File: src/rtl/hwpe_stream_deserialize_rr.sv
// Round-robin deserializer: spreads one time-multiplexed HWPE stream over
// NB_STREAMS outputs, nb_contig_m1_i+1 consecutive beats per stream.
module hwpe_stream_deserialize_rr #(
  parameter int unsigned DATA_WIDTH = 32,
  parameter int unsigned NB_STREAMS = 4,
  parameter int unsigned SW         = 10
) (
  input  logic                             clk_i,
  input  logic                             clear_i,
  input  logic [DATA_WIDTH-1:0]            push_data_i,
  input  logic [DATA_WIDTH/8-1:0]          push_strb_i,
  input  logic                             push_valid_i,
  output logic                             push_ready_o,
  output logic [NB_STREAMS*DATA_WIDTH-1:0] pop_data_o,
  output logic [NB_STREAMS*DATA_WIDTH/8-1:0] pop_strb_o,
  output logic [NB_STREAMS-1:0]            pop_valid_o,
  input  logic [NB_STREAMS-1:0]            pop_ready_i,
  input  logic [SW-1:0]                    first_stream_i,
  input  logic                             clear_serdes_state_i,
  input  logic [SW-1:0]                    nb_contig_m1_i,
  output logic [SW-1:0]                    flags_stream_o,
  output logic [SW-1:0]                    flags_cnt_o
);

  localparam logic [SW-1:0] LAST_STREAM    = SW'(NB_STREAMS - 1);
  localparam logic [SW:0]   NB_STREAMS_EXT = (SW + 1)'(NB_STREAMS);

  logic [SW-1:0] stream_q;
  logic [SW-1:0] cnt_q;
  logic          blocked;
  logic          sel_ready;
  logic          hs;

  assign blocked = clear_i | clear_serdes_state_i;

  // Decode by comparison so the index never outgrows the per-stream vectors.
  always_comb begin
    sel_ready   = 1'b0;
    pop_valid_o = '0;
    for (int unsigned k = 0; k < NB_STREAMS; k++) begin
      if (stream_q == SW'(k)) begin
        sel_ready      = pop_ready_i[k];
        pop_valid_o[k] = push_valid_i & ~blocked;
      end
    end
  end

  assign push_ready_o = sel_ready & ~blocked;
  assign hs           = push_valid_i & push_ready_o;

  assign pop_data_o = {NB_STREAMS{push_data_i}};
  assign pop_strb_o = {NB_STREAMS{push_strb_i}};

  always_ff @(posedge clk_i) begin
    if (clear_i) begin
      stream_q <= '0;
      cnt_q    <= '0;
    end else if (clear_serdes_state_i) begin
      stream_q <= ({1'b0, first_stream_i} >= NB_STREAMS_EXT) ? '0 : first_stream_i;
      cnt_q    <= '0;
    end else if (hs) begin
      // >= so a group shortened mid-flight still advances on the next beat
      if (cnt_q >= nb_contig_m1_i) begin
        cnt_q    <= '0;
        stream_q <= (stream_q == LAST_STREAM) ? '0 : stream_q + SW'(1);
      end else begin
        cnt_q <= cnt_q + SW'(1);
      end
    end
  end

  assign flags_stream_o = stream_q;
  assign flags_cnt_o    = cnt_q;

endmodule

File: config.mk
export PLATFORM = sky130hd
export DESIGN_NAME = hwpe_stream_deserialize_rr
export DESIGN_NICKNAME = d
export VERILOG_FILES = /design/src/rtl/hwpe_stream_deserialize_rr.sv
export SDC_FILE = /design/constraint.sdc
export NUM_CORES = 1
export LEC_CHECK = 0
export BUFFER_PORTS_ARGS = -buffer_cell sky130_fd_sc_hd__buf_2
export CAP_MARGIN = 40
export CORE_MARGIN = 4
export CORE_UTILIZATION = 33
export CTS_CLUSTER_DIAMETER = 150
export DETAILED_ROUTE_END_ITERATION = 6
export GPL_TIMING_DRIVEN = 0
export PLACE_DENSITY = 0.77
export SYNTH_ARGS = -nofsm -noshare
export SYNTH_HDL_FRONTEND = slang
export SYNTH_SLANG_ARGS = --single-unit
File: constraint.sdc
create_clock -name clk_i -period 2.2 [get_ports clk_i]
set_clock_uncertainty 0.15 [all_clocks]
set_input_delay 0.55 -clock clk_i [delete_from_list [all_inputs] [get_ports clk_i]]
set_output_delay 0.55 -clock clk_i [all_outputs]
set_load 0.02 [all_outputs]
==> impl_metrics.ini, run 1 <==
[worst_setup_path]
crit_chain = inv_2 > ha_4 > nand3b_1 > a211o_4 > a21oi_4 > buf_6
crit_path_end_kind = primary output
critical-path-top-delay-family = compound AO/OA/AOI/OAI gates
cp.required_ps = 1500
path_buf_inv = 2
worstSetupPathType = reg2out
critPathMaxFanout = 3
start_kind = flop
cpMaxStageDelayCell = a211o_4
slowest_delay_ps = 370
critPathArrivalTime_ps = 1620

[logic_synthesis]
syn-cell-area_um2 = 2380
synthTopCellsByCount = buf_4, dfxtp_1, nor2_1, inv_1, ha_1
synth.avg_cell_area_um2 = 8.27
synth_warnings = 0
synth_nets = 367
synth_seq_cells = 20
yosysTopAreaCell = buf_4
ys.flop_type = dfxtp_1
synthCells = 288
yosys-top-cells-area = buf_4, dfxtp_1, ha_1, nor2_1, inv_1
seq_area_frac_synth_pct = 16.8
post-synth-top-count-cell = buf_4
synth_top_area_share_pct = 45.4
synth-edff-count = 0
synth.distinct_cells = 37
async_reset_ff_share_pct = 0

[clock_tree]
clockRootBuffer = clkbuf_8
cts.hold.buffers_added = 0
cts.sinks = 20
numCtsBuffers = 3
clock_latency_ps = 260
clkTransAtPathRegs_ps = 70
htree_num_levels = 1
cts_tree = built
cts_max_path_buffers = 2

[global_routing]
grt_antenna_before_repair = 0
grt_max_degree = 13
track_usage_pct = 15.0
grt_remaining_overflow = 0
grt_pass1_wl_um = 10800
first_global_vias = 2311

[sta]
rsz0062_at_grt = yes
setup_viol = 14
slew-limit-headroom_pct = 55.6
worst_slack_ps = -124
finalCritPeriodShare_pct = 106
max_freq_ghz = 0.430
finalMaxSlewViolations = 0
holdWs_ps = 359
fin_crit_ps = 2320
hold_viol = 0
tightest_slew_ps = 667

[final_layout]
multiInputGateArea_um2 = 1010
fin_util_pct = 56.3
fillers = 637
area_delta_synth_final_pct = 63.1
final_nets = 583
seqCellArea_um2 = 414
drive_gt1_share_pct = 79.5
antennaDiodeCount = 0

[routing]
via_per_inst = 4.08
drt-pass1-iter-count = 4
post_drt_wl_per_cell_um = 12.4
vias = 2443
ant_nets = 0
drt_first_iter_violations = 28
postRouteWirelength_um = 7400
drcViolationCount = 0

[power_and_ir_drop]
ir_worst_vdd_mv = 0.431
power_density_nw_per_um2 = 358
p_leak_uw = 0.00217

[floorplanning]
start_util_pct = 34.5
ios = 233
dieArea_um2 = 8640
core_um2 = 6910
die_x_um = 93.0
die-height_um = 93.0
rows = 30

[run_status]
violations = setup timing
status = complete, but fails checks

[placed_design]
portBuffers = 196
dp_hpwl_um = 6420
gp_congestion = 0.752

[min_path]
holdCritPathClass = reg2reg

[run]
maxCapViolations = 0
==> repair_timing <==
action,4_1_cts,5_1_grt
buffers inserted,7,8
pin swaps,7,16
gates resized for setup,15,30
cloned,0,0
setup endpoints to repair,15,25
==> state kept, by name, indices dropped and copies added, names as in the netlist <==
register,flops
flags_cnt_o,10
flags_stream_o,10
==> through the flow <==
step / worst slack (ps) / total power (µW) / setup TNS (ps) / cell area, µm² / instances
after floorplan: 15.7 / 820 / 0 / 2440 / 288
after global placement: -261 / 986 / -3360 / 3540 / 580
after detailed placement: -303 / 995 / -4120 / 3540 / 580
after CTS: -131 / 1370 / -148 / 3720 / 591
after global routing: -206 / 1460 / -2800 / 3880 / 599
final: -124 / 1390 / -629 / 3880 / 599
==> routing by layer <==
metal / wire length, µm / share of wire (%) / GRT usage, % / up-vias
li1: - / - / - / 1225
met1: 2390 / 32 / 14.1 / 1123
met2: 4300 / 58 / 31.8 / 93
met3: 692 / 9.4 / 4.47 / 2
met4: 19 / 0.26 / 1.83 / 0
met5: 0 / 0 / 0 / -
==> logic make-up (layout without fill, tap and decap cells) <==
| group | after synthesis | in the layout | share of synthesized area, % |
|---|---|---|---|
| XOR/XNOR | 9 | 9 | 3.31 |
| AND/OR/NAND/NOR | 53 | 53 | 13.5 |
| adder cells (fa/ha/maj) | 15 | 15 | 7.88 |
| buffers and inverters | 162 | 377 | 48.3 |
| multiplexers | 2 | 2 | 0.945 |
| flip-flops | 20 | 20 | 16.8 |
| AO/OA/AOI/OAI | 27 | 27 | 9.30 |
==> worst paths after layout <==
check	from	endpoint	slack, ps	depth (start not counted)
min	flags_stream_o[2]$_SDFFE_PP0P_	flags_stream_o[2]$_SDFFE_PP0P_	360	1
max reg2reg	flags_stream_o[1]$_SDFFE_PP0P_	flags_stream_o[1]$_SDFFE_PP0P_	-120	9
max	flags_stream_o[1]$_SDFFE_PP0P_	push_ready_o	-120	6
min reg2reg	flags_stream_o[2]$_SDFFE_PP0P_	flags_stream_o[2]$_SDFFE_PP0P_	360	1
==> cell usage in the layout, fill, tap and decap left out, types with 2 or more instances in the layout <==
cell type / instances
dfxtp_2: 5
a31oi_4: 2
ha_2: 4
a22oi_1: 2
o21a_1: 2
a2111oi_4: 2
and4_1: 3
nor2_1: 17
nor4_4: 2
inv_1: 14
clkbuf_8: 3
a31o_1: 2
ha_1: 8
dfxtp_4: 2
a211oi_2: 3
a21oi_4: 2
xor2_1: 4
xnor2_1: 5
nand2_1: 5
nor2_2: 2
buf_6: 4
o211ai_1: 3
buf_4: 161
dfxtp_1: 13
ha_4: 3
mux2_4: 2
buf_2: 191
and2_1: 8
nand3_1: 3
inv_2: 3
a21oi_1: 2
==> layout make-up <==
class	instances	share of cell area, %
plain buffers	145	28.1
clock buffers	3	1.06
clock inverters	1	0.773
inverters	17	1.64
multi-input cells	106	25.9
flip-flops and latches	20	10.7
well taps	96	3.09
repair buffers	211	28.8
==> report_power, final <==
group          switching [µW]  leakage (µW)  internal [µW]
clock network             118     0.0000357            243
registers                3.00      0.000165            362
logic                     334       0.00197            331
total                     455       0.00217            935
No activity file was read; power rests on OpenSTA's default activity.
==> inputs of run 2 (changes only) <==
--- a/config.mk
+++ b/config.mk
@@ -5,7 +5,7 @@
 export SDC_FILE = /design/constraint.sdc
 export NUM_CORES = 1
 export LEC_CHECK = 0
-export BUFFER_PORTS_ARGS = -buffer_cell sky130_fd_sc_hd__buf_2
+export BUFFER_PORTS_ARGS = -buffer_cell sky130_fd_sc_hd__buf_4
 export CAP_MARGIN = 40
 export CORE_MARGIN = 4
 export CORE_UTILIZATION = 33
==> run 2 against run 1 <==
  * The flow still finishes with violations (setup timing)
  * Critical path depth unchanged
  * Core utilization up 6.7 points
  * Routed wire length up 12%
  * Worst setup slack worse by 13 ps
  * Highest routed layer unchanged
  * Cell count down 0.50%
  * Worst hold slack better by 4.1 ps
  * Non-clock buffer count down 3
  * Clock power up 2%
  * Register-to-register slack about the same
==> impl_metrics.ini, run 2 (synthesis results as in run 1) <==
[run_status]
status = complete, but fails checks
violations = setup timing

[worst_setup_path]
critPathArrivalTime_ps = 1640
cpMaxStageDelayCell = dfxtp_4
r2r_start = flags_stream_o[0]$_SDFFE_PP0P_
worstSetupPathType = reg2out
path_buf_inv = 2
start_kind = flop
critical-path-top-delay-family = compound AO/OA/AOI/OAI gates
ff2ff_setup_slack_ps = -130
cp.required_ps = 1500
setup.worst_path.start = flags_stream_o[0]$_SDFFE_PP0P_
r2r_end = flags_stream_o[1]$_SDFFE_PP0P_
slowest_delay_ps = 370
worstRegToRegCells = 9
critPathMaxFanout = 4
crit_chain = inv_4 > ha_2 > nand3b_1 > a211o_4 > a21oi_4 > buf_6
crit_path_end_kind = primary output

[floorplanning]
die-height_um = 93.0
start_util_pct = 34.5
rows = 30
ios = 233
dieArea_um2 = 8640
core_um2 = 6910
die_x_um = 93.0

[min_path]
whs_endpoint = flags_stream_o[2]$_SDFFE_PP0P_
holdPathStages = 1
holdCritPathClass = reg2reg
min-delay-start = flags_stream_o[2]$_SDFFE_PP0P_

[power_and_ir_drop]
ir_worst_vdd_mv = 0.266
power_density_nw_per_um2 = 342
p_leak_uw = 0.00231

[global_routing]
grt_antenna_before_repair = 0
grt_pass1_wl_um = 12000
use_met3_pct = 4.96
first_global_vias = 2317
track_usage_pct = 16.9
grt_util_met2_pct = 35.9
grt_use_met1_pct = 16.2
grt_remaining_overflow = 0
grt_max_degree = 13
busiest_layer = met2

[sta]
slew-limit-headroom_pct = 66.2
hold_viol = 0
finalCritPeriodShare_pct = 106
holdWs_ps = 363
worst_slack_ps = -137
setup_viol = 17
rsz0062_at_grt = yes
finalMaxSlewViolations = 0
fin_crit_ps = 2340
tightest_slew_ps = 504
tns_ps = -795
max_freq_ghz = 0.428

[final_layout]
area_delta_synth_final_pct = 82.4
fillers = 643
final_nets = 580
final_common_cell = buf_4
multiInputGateArea_um2 = 988
stdcell_count = 596
design_area_um2 = 4350
antennaDiodeCount = 0
drive_gt1_share_pct = 79.4
layout_common_cells = buf_4, nor2_1, inv_1
seqCellArea_um2 = 420

[clock_tree]
numCtsBuffers = 3
htree_num_levels = 1
cts_max_path_buffers = 2
cts.sinks = 20
cts.hold.buffers_added = 0
clkTransAtPathRegs_ps = 70
clock_latency_ps = 260
cts_tree = built
clockRootBuffer = clkbuf_8

[placed_design]
portBuffers = 196
dp_hpwl_um = 7140
place_ws_ps = -359
dp.cells = 580
placed_cell_area_um2 = 4030
gp_congestion = 0.758

[routing]
post_drt_wl_per_cell_um = 13.9
ant_nets = 0
drt_first_iter_violations = 35
via_per_inst = 4.04
drcViolationCount = 0
drt-pass1-iter-count = 4
vias = 2409
postRouteWirelength_um = 8300

[run]
maxCapViolations = 0
==> run 2: worst max path at each step <==
stage | endpoint | cells after the start
finish | push_ready_o | 6
global route | flags_stream_o[1]$_SDFFE_PP0P_ | 9
CTS | push_ready_o | 6
detailed placement | flags_stream_o[6]$_SDFFE_PP0P_ | 7
global placement | flags_stream_o[2]$_SDFFE_PP0P_ | 7
floorplan | flags_stream_o[0]$_SDFFE_PP0P_ | 7
==> run 2: metal layers <==
metal	vias to the layer above	wire length (µm)
li1	1224	-
met4	0	38
met1	1086	2640
met2	95	4890
met5	-	0
met3	4	731
==> run 2: metrics by stage <==
| stage | utilization [%] | total power, µW |
|---|---|---|
| after detailed placement | 58.4 | 1100 |
| final | 62.9 | 1490 |
| after CTS | 60.8 | 1490 |
| after floorplan | - | 820 |
| after global routing | 62.9 | 1550 |
| after global placement | 58.4 | 1090 |
==> run 2: timing repair <==
item	in CTS	in global routing
setup endpoints to repair	15	25
pin swaps	7	20
gates resized for setup	10	37
setup buffers	7	5
==> run 2: power breakdown <==
group / total (µW) / switching [µW] / internal (µW)
Combinational: 753 / 343 / 411
Clock: 370 / 128 / 243
Sequential: 363 / 3.39 / 360
Total: 1490 / 474 / 1010
==> run 2: area by class of cell <==
class | instances | share of cell area [%]
inverter | 17 | 1.58
clock inverter | 1 | 0.691
clock buffer | 3 | 0.950
sequential | 20 | 9.67
buffer | 145 | 25.1
multi-input combinational | 106 | 22.7
tap | 96 | 2.76
timing repair buffer | 208 | 36.5
